File: config.mk
export PLATFORM = sky130hd
export DESIGN_NAME = lap_mem_ctrl
export DESIGN_NICKNAME = d
export VERILOG_FILES = /design/src/rtl/stopwatch_pkg.sv /design/src/rtl/wrap_counter.sv /design/src/rtl/lap_mem_ctrl.sv
export SDC_FILE = /design/constraint.sdc
export NUM_CORES = 1
export LEC_CHECK = 0
export ABC_AREA = 1
export CORE_MARGIN = 2
export CORE_UTILIZATION = 50
export DETAILED_ROUTE_END_ITERATION = 8
export GPL_ROUTABILITY_DRIVEN = 1
export HOLD_SLACK_MARGIN = 0.08
export PLACE_DENSITY = 0.72
export SYNTH_ARGS = -nofsm -noshare
export SYNTH_HDL_FRONTEND = slang
export SYNTH_SLANG_ARGS = --single-unit
File: constraint.sdc
create_clock -name clk -period 2.3 [get_ports clk]
set_input_delay 0.46 -clock clk [delete_from_list [all_inputs] [get_ports clk]]
set_output_delay 0.46 -clock clk [all_outputs]
set_load 0.01 [all_outputs]
File: src/rtl/stopwatch_pkg.sv
// Shared definitions for the stopwatch lap memory: controller states and
// default memory geometry.
package stopwatch_pkg;

    localparam int DEPTH = 16;
    localparam int AW    = 4;

    typedef enum logic [2:0] {
        LIVE    = 3'd0,
        WRITE   = 3'd1,
        RD_WAIT = 3'd2,
        SHOW    = 3'd3,
        CLEAR   = 3'd4
    } state_e;

endpackage

File: src/rtl/wrap_counter.sv
// Up/down counter with a programmable upper limit that wraps at both ends;
// exposes its next value so callers can register outputs derived from it.
module wrap_counter #(
    parameter int W = 4
) (
    input  logic         clk,
    input  logic         rst,
    input  logic         load_en,
    input  logic [W-1:0] load_val,
    input  logic         inc,
    input  logic         dec,
    input  logic [W-1:0] limit,
    output logic [W-1:0] count_q,
    output logic [W-1:0] count_d
);

    always_comb begin
        count_d = count_q;
        if (load_en) begin
            count_d = load_val;
        end else if (inc && !dec) begin
            count_d = (count_q == limit) ? '0 : count_q + 1'b1;
        end else if (dec && !inc) begin
            count_d = (count_q == '0) ? limit : count_q - 1'b1;
        end
    end

    always_ff @(posedge clk or posedge rst) begin
        if (rst) begin
            count_q <= '0;
        end else begin
            count_q <= count_d;
        end
    end

endmodule

File: src/rtl/lap_mem_ctrl.sv
// Lap memory controller: captures live time into a small BRAM, recalls laps
// for display, and sweeps the memory to zero on clear. Moore, registered outputs.
module lap_mem_ctrl
    import stopwatch_pkg::*;
#(
    parameter int DEPTH = stopwatch_pkg::DEPTH,
    parameter int AW    = stopwatch_pkg::AW
) (
    input  logic          clk,
    input  logic          reset,
    input  logic          store,
    input  logic          load,
    input  logic          next,
    input  logic          prev,
    input  logic          clear,
    output logic          we,
    output logic [AW-1:0] addr,
    output logic          zero_din,
    output logic          select,
    output logic          mem_valid,
    output logic [AW:0]   lap_count,
    output logic          full,
    output logic          busy
);

    if (DEPTH != 2 ** AW) begin : g_bad_geometry
        $error("lap_mem_ctrl: DEPTH must equal 2**AW");
    end

    localparam logic [AW:0]   LAP_MAX    = (AW + 1)'(DEPTH);
    localparam logic [AW-1:0] SWEEP_LAST = AW'(DEPTH - 1);

    state_e        state_q, state_d;
    logic [AW-1:0] wr_ptr_q, wr_ptr_d;
    logic [AW:0]   lap_count_q, lap_count_d;
    logic [AW-1:0] sweep_q, sweep_d;

    logic          we_q, we_d;
    logic [AW-1:0] addr_q, addr_d;
    logic          zero_din_q, zero_din_d;
    logic          select_q, select_d;
    logic          mem_valid_q, mem_valid_d;
    logic          full_q, full_d;
    logic          busy_q, busy_d;

    logic          rd_load, rd_inc, rd_dec;
    logic [AW-1:0] rd_last;
    logic [AW-1:0] rd_ptr_q, rd_ptr_d;

    // Newest stored lap; only meaningful while lap_count > 0.
    assign rd_last = AW'(lap_count_q - 1'b1);

    wrap_counter #(
        .W(AW)
    ) u_rd_ptr (
        .clk     (clk),
        .rst     (reset),
        .load_en (rd_load),
        .load_val(rd_last),
        .inc     (rd_inc),
        .dec     (rd_dec),
        .limit   (rd_last),
        .count_q (rd_ptr_q),
        .count_d (rd_ptr_d)
    );

    always_comb begin
        state_d     = state_q;
        wr_ptr_d    = wr_ptr_q;
        lap_count_d = lap_count_q;
        sweep_d     = sweep_q;
        rd_load     = 1'b0;
        rd_inc      = 1'b0;
        rd_dec      = 1'b0;

        unique case (state_q)
            LIVE: begin
                if (clear) begin
                    state_d = CLEAR;
                    sweep_d = '0;
                end else if (load) begin
                    // A load with nothing stored still masks a simultaneous store.
                    if (lap_count_q != '0) begin
                        state_d = RD_WAIT;
                        rd_load = 1'b1;
                    end
                end else if (store && !full_q) begin
                    state_d = WRITE;
                end
            end
            WRITE: begin
                wr_ptr_d    = wr_ptr_q + 1'b1;
                lap_count_d = lap_count_q + 1'b1;
                state_d     = LIVE;
            end
            RD_WAIT: begin
                if (clear) begin
                    state_d = CLEAR;
                    sweep_d = '0;
                end else begin
                    state_d = SHOW;
                end
            end
            SHOW: begin
                if (clear) begin
                    state_d = CLEAR;
                    sweep_d = '0;
                end else if (load) begin
                    state_d = LIVE;
                end else if (!store && (next ^ prev)) begin
                    rd_dec  = next;
                    rd_inc  = prev;
                    state_d = RD_WAIT;
                end
            end
            CLEAR: begin
                sweep_d = sweep_q + 1'b1;
                if (sweep_q == SWEEP_LAST) begin
                    state_d     = LIVE;
                    wr_ptr_d    = '0;
                    lap_count_d = '0;
                end
            end
            default: begin
                state_d = LIVE;
            end
        endcase
    end

    // Outputs are decoded from the next registered state so they change on the
    // same edge as the state itself.
    always_comb begin
        we_d        = (state_d == WRITE) || (state_d == CLEAR);
        zero_din_d  = (state_d == CLEAR);
        select_d    = (state_d == RD_WAIT) || (state_d == SHOW);
        mem_valid_d = (state_d == SHOW);
        busy_d      = (state_d == WRITE) || (state_d == CLEAR);
        full_d      = (lap_count_d == LAP_MAX);
        if (state_d == CLEAR) begin
            addr_d = sweep_d;
        end else if (select_d) begin
            addr_d = rd_ptr_d;
        end else begin
            addr_d = wr_ptr_d;
        end
    end

    always_ff @(posedge clk or posedge reset) begin
        if (reset) begin
            state_q     <= LIVE;
            wr_ptr_q    <= '0;
            lap_count_q <= '0;
            sweep_q     <= '0;
            we_q        <= 1'b0;
            addr_q      <= '0;
            zero_din_q  <= 1'b0;
            select_q    <= 1'b0;
            mem_valid_q <= 1'b0;
            full_q      <= 1'b0;
            busy_q      <= 1'b0;
        end else begin
            state_q     <= state_d;
            wr_ptr_q    <= wr_ptr_d;
            lap_count_q <= lap_count_d;
            sweep_q     <= sweep_d;
            we_q        <= we_d;
            addr_q      <= addr_d;
            zero_din_q  <= zero_din_d;
            select_q    <= select_d;
            mem_valid_q <= mem_valid_d;
            full_q      <= full_d;
            busy_q      <= busy_d;
        end
    end

    assign we        = we_q;
    assign addr      = addr_q;
    assign zero_din  = zero_din_q;
    assign select    = select_q;
    assign mem_valid = mem_valid_q;
    assign lap_count = lap_count_q;
    assign full      = full_q;
    assign busy      = busy_q;

endmodule

Word-level counts from Yosys, hierarchy flattened. Cells that the tools add are included.

Register bits: 29. Word-level logic and storage cells: 78. Input bits: 7.

Muxes and demuxes: 35. Add/sub/neg operators: 6. Reduce and logical (&&, ||, !) cells: 14. Equal/unequal tests: 11. Bitwise operators: 1.

Operators by type and width (count): 2-to-1 mux 4 bit (9); 2-to-1 mux 3 bit (9); case mux 4 bit (2 select lines) (2); adder 4 x 1 -> 4 bit (second input constant) (3); equality test 3 x 2 -> 1 bit (second input constant) (4); 2-to-1 mux 1 bit (12); case mux 3 bit (4 select lines) (1); case mux 5 bit (2 select lines) (1); subtractor 4 x 1 -> 4 bit (second input constant) (2); equality test 3 x 1 -> 1 bit (second input constant) (2); equality test 3 bit (second input constant) (2); adder 5 x 1 -> 5 bit (second input constant) (1); equality test 5 bit (second input constant) (1); 2-to-1 mux 5 bit (1); nonzero test 5 bit (1); equality test 4 bit (1); equality test 4 bit (second input constant) (1); logical AND 1 bit (4); logical NOT 1 bit (4); logical NOT 4 bit (1); logical NOT 3 bit (1); OR reduction 3 bit (1); logical OR 1 bit (2); XOR 1 bit (1).

Logic depth before layout (Yosys ltp).
Word-level depth: 13. Depth in mapped cells: 15. Depth with buffers taken out: 15.

Hierarchy. A second synthesis with hierarchy kept.

Cell total of the unflattened synthesis: 272. Area, all modules: 1999.4 um2.

By module, submodules not included: lap_mem_ctrl (times used 1, area each 1482.7 um2, cells an instance 189); wrap_counter (times used 1, area each 516.7 um2, cells an instance 83).

Worst setup path after synthesis. Ideal clock, no wire load.

Path kind: register -> register. From: register lap_count_q[0], in the netlist lap_count[0]. To: register addr_q[2], in the netlist addr[2]. Cell stages (with the launch flop): 14. Data arrival time: 1.616 ns. Library setup time: 0.124 ns. Slack: 0.560 ns. Period minus slack after synthesis: 1.740 ns. Cells stage by stage: dfrtp_1 inv_1 ha_1 inv_1 nand2_1 nand4_1 nor2_1 nand2_1 nand3_1 nand2_1 nand2_1 nand3_1 nand2_1 nand2_1.

Cells in the longest elaborated chain, start to end: 9. Elaborated cells on any way between the ends: 22. Those cells by class: 1 x add/sub; 4 x eq/ne; 15 x mux; 2 x reduce/logical.

RTL lines: from (decl) (line lap_mem_ctrl.sv:35) `logic [AW:0] lap_count_q, lap_count_d;`; from (signal assigned) (line lap_mem_ctrl.sv:164) `lap_count_q <= lap_count_d;`; nonzero test 5 bit (line lap_mem_ctrl.sv:83) `if (lap_count_q != '0) begin`; 2-to-1 mux 3 bit (line lap_mem_ctrl.sv:83); 2-to-1 mux 3 bit (line lap_mem_ctrl.sv:81) `end else if (load) begin`; 2-to-1 mux 3 bit (line lap_mem_ctrl.sv:78) `if (clear) begin`; case mux 3 bit (4 select lines) (line lap_mem_ctrl.sv:76) `unique case (state_q)`; equality test 3 x 2 -> 1 bit (line lap_mem_ctrl.sv:135) `select_d = (state_d == RD_WAIT) || (state_d == SHOW);`; logical OR 1 bit (line lap_mem_ctrl.sv:135); 2-to-1 mux 4 bit (line lap_mem_ctrl.sv:141) `end else if (select_d) begin`; 2-to-1 mux 4 bit (*) (line lap_mem_ctrl.sv:139) `if (state_d == CLEAR) begin`; named net addr_d[2] (line lap_mem_ctrl.sv:39) `logic [AW-1:0] addr_q, addr_d;`; to (signal assigned) (line lap_mem_ctrl.sv:167) `addr_q <= addr_d;`; to (decl) (line lap_mem_ctrl.sv:39).

Mark *: on every way through the listed nets, which the timed path passes. The rest lies on a longest branch.

Worst setup path in the final report.
From: register lap_count_q[0], in the netlist lap_count[0]. To: register addr_q[3], in the netlist addr[3].

Same word-level chain as after synthesis.

==> results.md <==
* IO Pins at 22
* Post-CTS Resized at 0
* Most common cell after layout, fill and taps aside: nand2_1
* WL per Instance at 12.35 um
* Post-Route Setup TNS at 0 ps
* Initial DRC count at approximately 150
* Netlist cell types at 29
* ANT cells at 0
* Vias in the first global route at between 1500 and 2000
* Post-synth top area share at 37.91%
* Initial Utilization at between 50% and 60%
* WP data required at 2470 ps
* GP Congestion at 0.9475
* First-pass GRT wire length at approximately 7300 um
* Pre-antenna DRT Iters at 4
* Post-synth EDFFs at 0
* Routed vias/inst at 5.143
* Yosys reg bits at 29
* DPL Wire Length at 3318 um
* Core area at 3661 um^2
* Crit path max fanout at 8
* Post-Synthesis Net Count at 282
* Clk sink count at 29
* CTS clk-pin slew, worst paths at 60 ps
* Commonest cells after routing, fill and taps aside: 77 x nand2_1, 38 x inv_1, 32 x nand3_1
* Sequential share of the synthesized area at around 38%
* Critical Path, Cell by Cell: inv_1 > ha_1 > inv_1 > nand2_1 > nand4_1 > nor2_1 > nand2_1 > nand3_1 > nand3_1 > nand2_1 > nand2_1 > nand2_1 > nand2_1
* Area Growth Syn to Fin at 20.39%
* GRT overflow at 0
* Initial antenna violation count at 0
* DRC Markers at 0
* H-Tree Depth at 2
* Largest cells by area after synthesis: dfrtp_1 38%, nand2_1 15%, nand3_1 8.4%
* Highest ir drop seen on vdd at 0.0007811 V
* Rows at 22
* Via count at 1800
* Critical path's most frequent cell: nand2_1
* Die height at roughly 66 um
* Hold Worst Slack at 552.5 ps
* Gr usage total at 22.24%
* CTS tree: done
* WL final at ~4300 um
* Flop pwr share at 37.5%
* Synthesized area per cell at 7.143 um^2
* Hold-fix buffers, CTS at 0
* Max-cap violation count at 0
* Critical path depth in cells at 13
* Power Density at a little over 800 nW/um^2
* Crit end category: flip-flop
* Top cell family by delay on the critical path: simple AND/OR/NAND/NOR gates
* Die footprint at approximately 4300 um^2
* Fin crit share at 83.07%
* Post-synthesis cell area at between 1500 and 2000 um^2
* Hold/Removal Path Class: input pin to asynchronous set/reset pin
* Int Power at 1.142 mW
* Worst path bufs/invs at 2
* ANT nets after route at 0
* R2R cell count at 13
* Buffers on Ports at 21
* Final slew viol count at 0
* Yosys top cell by area: dfrtp_1
* Setup repair bufs after CTS at 0
* Fmax at 523.4 MHz
* Total CTS buffers at 5
* Clock power frac at between 20% and 30%
* Chip Width at 65.88 um
* Clock latency on the worst-skew pair at roughly 280 ps
* Clk_skew at 7.109 ps
* RSZ-0062 raised after global routing: no
* Fin nets at 315
* Ys async rst share at 100.0%
* Pin slew with the least headroom to its limit at 354.6 ps
* Final instance area at 2305 um^2
* Setup violators final at 0
* Largest net degree at the start of global routing at 30
* Lkg Pwr at 1.206 nW
* CP max stage delay at approximately 430 ps
* Slowest cell on crit path: ha_1
* Share of layout cells above drive strength 1 at between 10% and 20%
* Critical Path Start Type: flip-flop
* YS warnings at 0
* Crit path DAT at 2080 ps
* CTS root buf: clkbuf_8
* Switch share at 40.12%
* Post-DP Area at around 2200 um^2
* Cells after Synth at 268
* Final critical-path required period at 1911 ps
* Status: completed
* Combinational power share at 41.9%
* Psw at about 770 uW
* Critical path class: flip-flop to flip-flop
* Synth Flop Type: dfrtp_1
* Worst slew margin at between 70% and 80%
* Final Hold Fails at 0
* Max Buffers Root-to-Sink at 2
-- worst paths after layout --
kind	startpoint	to	slack [ps]
worst max register to register	lap_count[0]	addr[3]	390
worst min-delay path	reset	lap_count[2]	550
worst max-delay path	lap_count[0]	addr[3]	390
min in group clk	wr_ptr_q[3]	wr_ptr_q[3]	560
max in group asynchronous	reset	lap_count[0]	1480
worst min register to register	wr_ptr_q[3]	wr_ptr_q[3]	560
-- Yosys cell counts (2+ instances only) --
cell type	count
a21oi_1	6
a22oi_1	2
buf_4	2
dfrtp_1	29
ha_1	7
inv_1	38
inv_2	7
nand2_1	77
nand2_2	4
nand3_1	32
nand3_2	2
nand4_1	4
nor2_1	12
nor2_2	4
nor2_4	2
nor3_1	4
o21ai_0	18
o21ai_1	2
o21ai_2	4
xor2_1	3
-- per-stage QoR --
stage                     utilization (%)  setup WS [ps]  instances  total power [mW]
after floorplan                         -          559.9        268             1.224
after global routing                62.95          219.0        350             2.062
after CTS                           62.95          410.2        350             1.921
final                               62.95          389.4        350             1.907
after detailed placement            60.70          172.8        342             1.512
after global placement              60.70          205.6        342             1.496
-- layer usage --
| metal | share of wire [%] | up-vias | global-route usage [%] |
|---|---|---|---|
| met5 | 0 | - | 0 |
| met4 | 0.93 | 0 | 7.292 |
| met3 | 4.7 | 6 | 3.748 |
| met2 | 46 | 48 | 33.84 |
| met1 | 48 | 821 | 32.13 |
| li1 | - | 925 | - |
-- worst register-to-register path: stages, from the launching register on --
cell	delay (ps)
dfrtp_1	370
inv_1	140
ha_1	430
inv_1	60
nand2_1	60
nand4_1	70
nor2_1	120
nand2_1	110
nand3_1	90
nand3_1	70
nand2_1	110
nand2_1	70
nand2_1	60
nand2_1	40
-- cell type report --
class	instances	area, um^2
clock buffers	6	72.57
clock inverters	2	10.01
fillers	331	1356
inverters	46	173.9
multi-input cells	191	999.7
flip-flops and latches	29	725.7
well taps	48	60.06
repair buffers	28	262.8
-- cell families (layout without fill, tap and decap cells) --
kind of cell / count (synthesis) / count (layout) / share of synthesized area [%]
AOI/OAI and AO/OA: 36 / 36 / 11.37
DFF: 29 / 29 / 37.91
xor gates and xnor gates: 4 / 4 / 1.830
adders and majority gates: 7 / 7 / 4.575
and+or+nand+nor: 144 / 144 / 34.44
buffers and inverters: 48 / 82 / 9.869
-- registers in the layout (all words and copies together), names as in the netlist --
register and count:
wr_ptr_q 4, full 1, sweep_q 4, busy 1, u_rd_ptr.count_q 4, select 1
state_q 3, addr 4, mem_valid 1, zero_din 1, lap_count 5
-- power groups by stage --
stage          Clock, mW  Combinational [mW]  Sequential, mW
5_1_grt            0.429               0.906           0.728
2_1_floorplan          0               0.499           0.725
6_report           0.393               0.800           0.715
3_5_place_dp           0               0.793           0.718
4_1_cts            0.404               0.803           0.714
3_3_place_gp           0               0.780           0.717
Note: power is estimated with default switching activity, not from simulation.
==> edit 1 (config.mk and constraints unchanged) <==
`addr_q` no longer has a reset.
--- a/src/rtl/lap_mem_ctrl.sv
+++ b/src/rtl/lap_mem_ctrl.sv
@@ -154,3 +154,2 @@
             we_q        <= 1'b0;
-            addr_q      <= '0;
             zero_din_q  <= 1'b0;
@@ -166,3 +165,2 @@
             we_q        <= we_d;
-            addr_q      <= addr_d;
             zero_din_q  <= zero_din_d;
@@ -173,2 +171,6 @@
         end
+    end
+
+    always_ff @(posedge clk) begin
+        addr_q <= addr_d;
     end
Check against the original RTL: differs if reset is asserted again (counterexample within 4 cycles, from zero or initial values and one cycle with reset high); with reset held inactive, the same outputs for 10 cycles.
==> edit 1 against the original RTL <==
Area after synthesis down 0.33%. Critical path type is now in -> reg. Setup slack better by 81 ps. Design area down 1.6%. Critical endpoint is now addr[3]$_DFF_P_. Die area down 0.30%. Wire length down 2.2%. Via count down 7.1%. Largest power group unchanged. Sequential cell count unchanged. Total power up 4.1%. Combinational power up 9.4%.
==> edit 1: results (changes against the original RTL) <==
* Outcome: complete, no violations
* Clock transition at path regs at 60 ps (about the same)
* Drt first pass iters at 4 (unchanged)
* Min-Delay Path Class: reg -> reg
* Sequential area share after synthesis at 37.0% (-0.92 points)
* Post-synthesis cell count at 255 (-4.9%)
* Layout Nets at 298 (-5.4%)
* Number of synthesis warnings at 0 (unchanged)
* Post-synth top cells: nand2_1, inv_1, nand3_1, dfrtp_1, nor2_1
* Synth Flop Type: dfrtp_1
* GRT Util Overall at 22.5% (+0.25 points)
* Final Non-Filler Cells at 333 (-4.9%)
* Vias per cell at 5.02 (-2.3%)
* Largest cells by area after synthesis: dfrtp_1, nand2_1, nand3_1
* Fraction of layout cells with a size suffix above 1 at 15.1% (+0.85 points)
* Synth unique cells at 33 (+14%)
* Root cell of the clock tree: clkbuf_8
* Clock Skews at 4.16 ps (-2.94 ps)
* Drt initial violations at 97 (-36%)
* Post-synth ARST share at 86.2% (-14 points)
* Syn nets at 269 (-4.6%)
* Leakage at 1.11 nW (-8.4%)
* Slowest stage delay, CP at 570 ps (+140 ps)
* Largest net degree at the start of global routing at 26 (-13%)
* Top delay family on crit path: simple AND/OR/NAND/NOR gates
* Vias in the first global route at 1574 (-2.8%)
* CP Max Fanout at 5 (-3)
* TritonCTS Buffers at 5 (unchanged)
* Worst VDD drop at 0.000724 V (-7.3%)
* Worst rel slew slack at 77.3% (+0.97 points)
* CP max-delay cell: clkdlybuf4s50_1
* Number of flip-flops in the largest register at 5 (unchanged)
* Global-route wire length before repair at 7180 um (-1.9%)
* Total routed wirelength at 4230 um (-2.2%)
* Detail Placement HPWL at 3350 um (+0.89%)
* GPL Wtd Cong at 0.929 (-1.9%)
* Arrival time at the worst endpoint at 2000 ps (-80 ps)
-- edit 1: through the flow --
stage          total power (W)  area (um^2)  setup slack (ps)  hold WS [ps]
6_report               0.00199         2270               470           533
3_5_place_dp           0.00160         2190               180           524
5_1_grt                0.00215         2270               318           555
2_1_floorplan          0.00129         1910               557           487
3_3_place_gp           0.00160         2190               252           517
4_1_cts                0.00201         2270               474           534
-- edit 1: path summary, 6_finish.rpt --
path / depth (start not counted) / slack (ps) / start / end
worst max-delay path: 11 / 470 / clear / addr[3]$_DFF_P_
worst min-delay path: 1 / 530 / wr_ptr_q[0]$_DFF_PP0_ / wr_ptr_q[0]$_DFF_PP0_
worst max register to register: 11 / 510 / lap_count[0]$_DFF_PP0_ / addr[0]$_DFF_P_
worst min register to register: 1 / 530 / wr_ptr_q[0]$_DFF_PP0_ / wr_ptr_q[0]$_DFF_PP0_
max in group asynchronous: 3 / 1520 / reset / wr_ptr_q[0]$_DFF_PP0_
min in group asynchronous: 3 / 540 / reset / sweep_q[2]$_DFF_PP0_
-- edit 1: cell type report --
type	instances	area [um^2]
fill	339	1390
timing repair buffer	24	233
inverter	46	175
clock buffer	8	80.1
multi-input combinational	178	1010
tap	48	60.1
sequential	29	706
-- edit 1: cell families after synthesis --
kind of cell               after synthesis  share of synthesized area, %
AOI/OAI and AO/OA                       39                          13.1
xor gates and xnor gates                 3                          1.38
adders and majority gates                7                          4.59
buffers and inverters                   48                          9.84
DFF                                     29                          37.0
and+or+nand+nor                        129                          34.1
-- edit 1: report_power, final --
part	internal, W	switching (W)	total (W)	leakage, nW
Combinational	0.000348	0.000527	0.000875	0.717
Sequential	0.000634	0.0000850	0.000719	0.349
Clock	0.000214	0.000177	0.000392	0.0395
-- edit 1: per-layer routing --
metal  vias up  part of all wire (%)  GRT usage, %
met5         -                     0             0
met2        37                    49          37.4
met1       751                    45          28.0
li1        879                     -             -
met4         0                   1.8          8.07
met3         6                   4.2          5.96
==> edit 2 (same settings) <==
Without the edit above. Re-encode `state_e` (5 states) as one-hot, 5 bits wide.
--- a/src/rtl/stopwatch_pkg.sv
+++ b/src/rtl/stopwatch_pkg.sv
@@ -7,8 +7,8 @@
 
-    typedef enum logic [2:0] {
-        LIVE    = 3'd0,
-        WRITE   = 3'd1,
-        RD_WAIT = 3'd2,
-        SHOW    = 3'd3,
-        CLEAR   = 3'd4
+    typedef enum logic [4:0] {
+        LIVE    = 5'b00001,
+        WRITE   = 5'b00010,
+        RD_WAIT = 5'b00100,
+        SHOW    = 5'b01000,
+        CLEAR   = 5'b10000
     } state_e;
Behaviour: no difference found for any inputs over 10 cycles, from zero or initial values and one cycle with reset high; not proved beyond that.
==> edit 2 against the original RTL <==
Via count shrank 0.28%. Sequential cell count rose by 2. Setup slack improved by 67 ps. Total power up 31%. Global-route usage is 0.68 points lower. Core utilization down 1.7 points. Sequential share of layout area is 0.21 points higher. Wire length is 1.1% higher. Design area rose by 6.4%. Area after synthesis rose by 9.3%. Clock skew grew 1.8 ps.
==> edit 2: results (changes against the original RTL) <==
* Pre-CTS setup slack at 184 ps (+11.3 ps)
* Synth Area in Compound Gates at 8.73% (-2.6 points)
* RR Startpoint: lap_count[1]$_DFF_PP0_
* Largest net degree at the start of global routing at 32 (+6.7%)
* Post-Synth Adder-Cell Area at 4.19% (-0.39 points)
* GPL Wtd Cong at 0.815 (-14%)
* Arrival time at the worst endpoint at 2010 ps (-70 ps)
* Post-synth top cells: nand2_1, nand3_1, inv_1, dfrtp_1, nor2_1
* Placed Cells at 343 (+0.29%)
* Leakage at 1.22 nW (+1.1%)
* Fmax at 542 MHz (+3.6%)
* Post-Synth XOR/XNOR Area at 1.26% (-0.57 points)
* Largest cells by area after synthesis: dfrtp_1, nand2_1, nand3_1
* Fillers at 376 (+14%)
* WL per Instance at 12.4 um (+0.78%)
* Layout Nets at 314 (-0.32%)
* Fraction of layout cells with a size suffix above 1 at 17.9% (+3.7 points)
* Vias in the first global route at 1618 (-0.12%)
* Post-synthesis cell count at 271 (+1.1%)
* Final Non-Filler Cells at 351 (+0.29%)
* Sequential area share after synthesis at 37.1% (-0.77 points)
* Min-Delay Path Class: reg -> reg
* Worst VDD drop at 0.000549 V (-30%)
* Reg2reg end: addr[0]$_DFF_PP0_
* GRT Util Overall at 21.6% (-0.68 points)
* Synth unique cells at 38 (+31%)
* Syn nets at 285 (+1.1%)
* R2R setup slack at 460 ps (+70 ps)
* WHS at 475 ps (-77.7 ps)
* Outcome: complete, no violations
* Detail Placement HPWL at 3390 um (+2.2%)
* Clock Skews at 8.95 ps (+1.84 ps)
* Antenna violations before repair at 0 (unchanged)
* CP Max Fanout at 5 (-3)
* CP max-delay cell: dfrtp_1
* Worst rel slew slack at 71.9% (-4.4 points)
* Final Cycle Share at 80.2% (-2.9 points)
* Antenna cells at 0 (unchanged)
* Vias per cell at 5.11 (-0.56%)
* Cell Area, Placed at 2370 um^2 (+6.7%)
* Drt initial violations at 112 (-26%)
* Depth of the worst register-to-register path at 13 (unchanged)
* Mux cell area share after synthesis at 0% (unchanged)
edit 2: cell types whose count changed after synthesis, sizes merged, moves of 2 or more:
cell,unedited run,this run
o21ai,24,13
nand3,34,40
nor2,18,24
a21oi,6,10
inv,45,41
nand2,82,78
a31oi,2,0
and2,0,2
edit 2: area by class of cell:
type	count	area, um^2	area share [%]
Sequential cell	31	777	31.7
Timing Repair Buffer	25	240	9.80
Inverter	41	161	6.59
Multi-Input combinational cell	196	1130	46.1
Tap cell	50	62.6	2.55
Clock buffer	8	80.1	3.27
edit 2: report_power, final:
part	total, W	leakage (nW)	internal, W	switching [W]
sequential	0.000828	0.404	0.000696	0.000131
clock	0.000400	0.0395	0.000215	0.000186
combinational	0.00127	0.776	0.000502	0.000767
edit 2: metal layers:
layer | vias to the layer above | share of wire, % | track usage (%)
li1 | 936 | - | -
met3 | 2 | 4.4 | 3.41
met4 | 0 | 0.64 | 5.25
met5 | - | 0 | 0
met2 | 37 | 46 | 33.4
met1 | 820 | 48 | 31.5
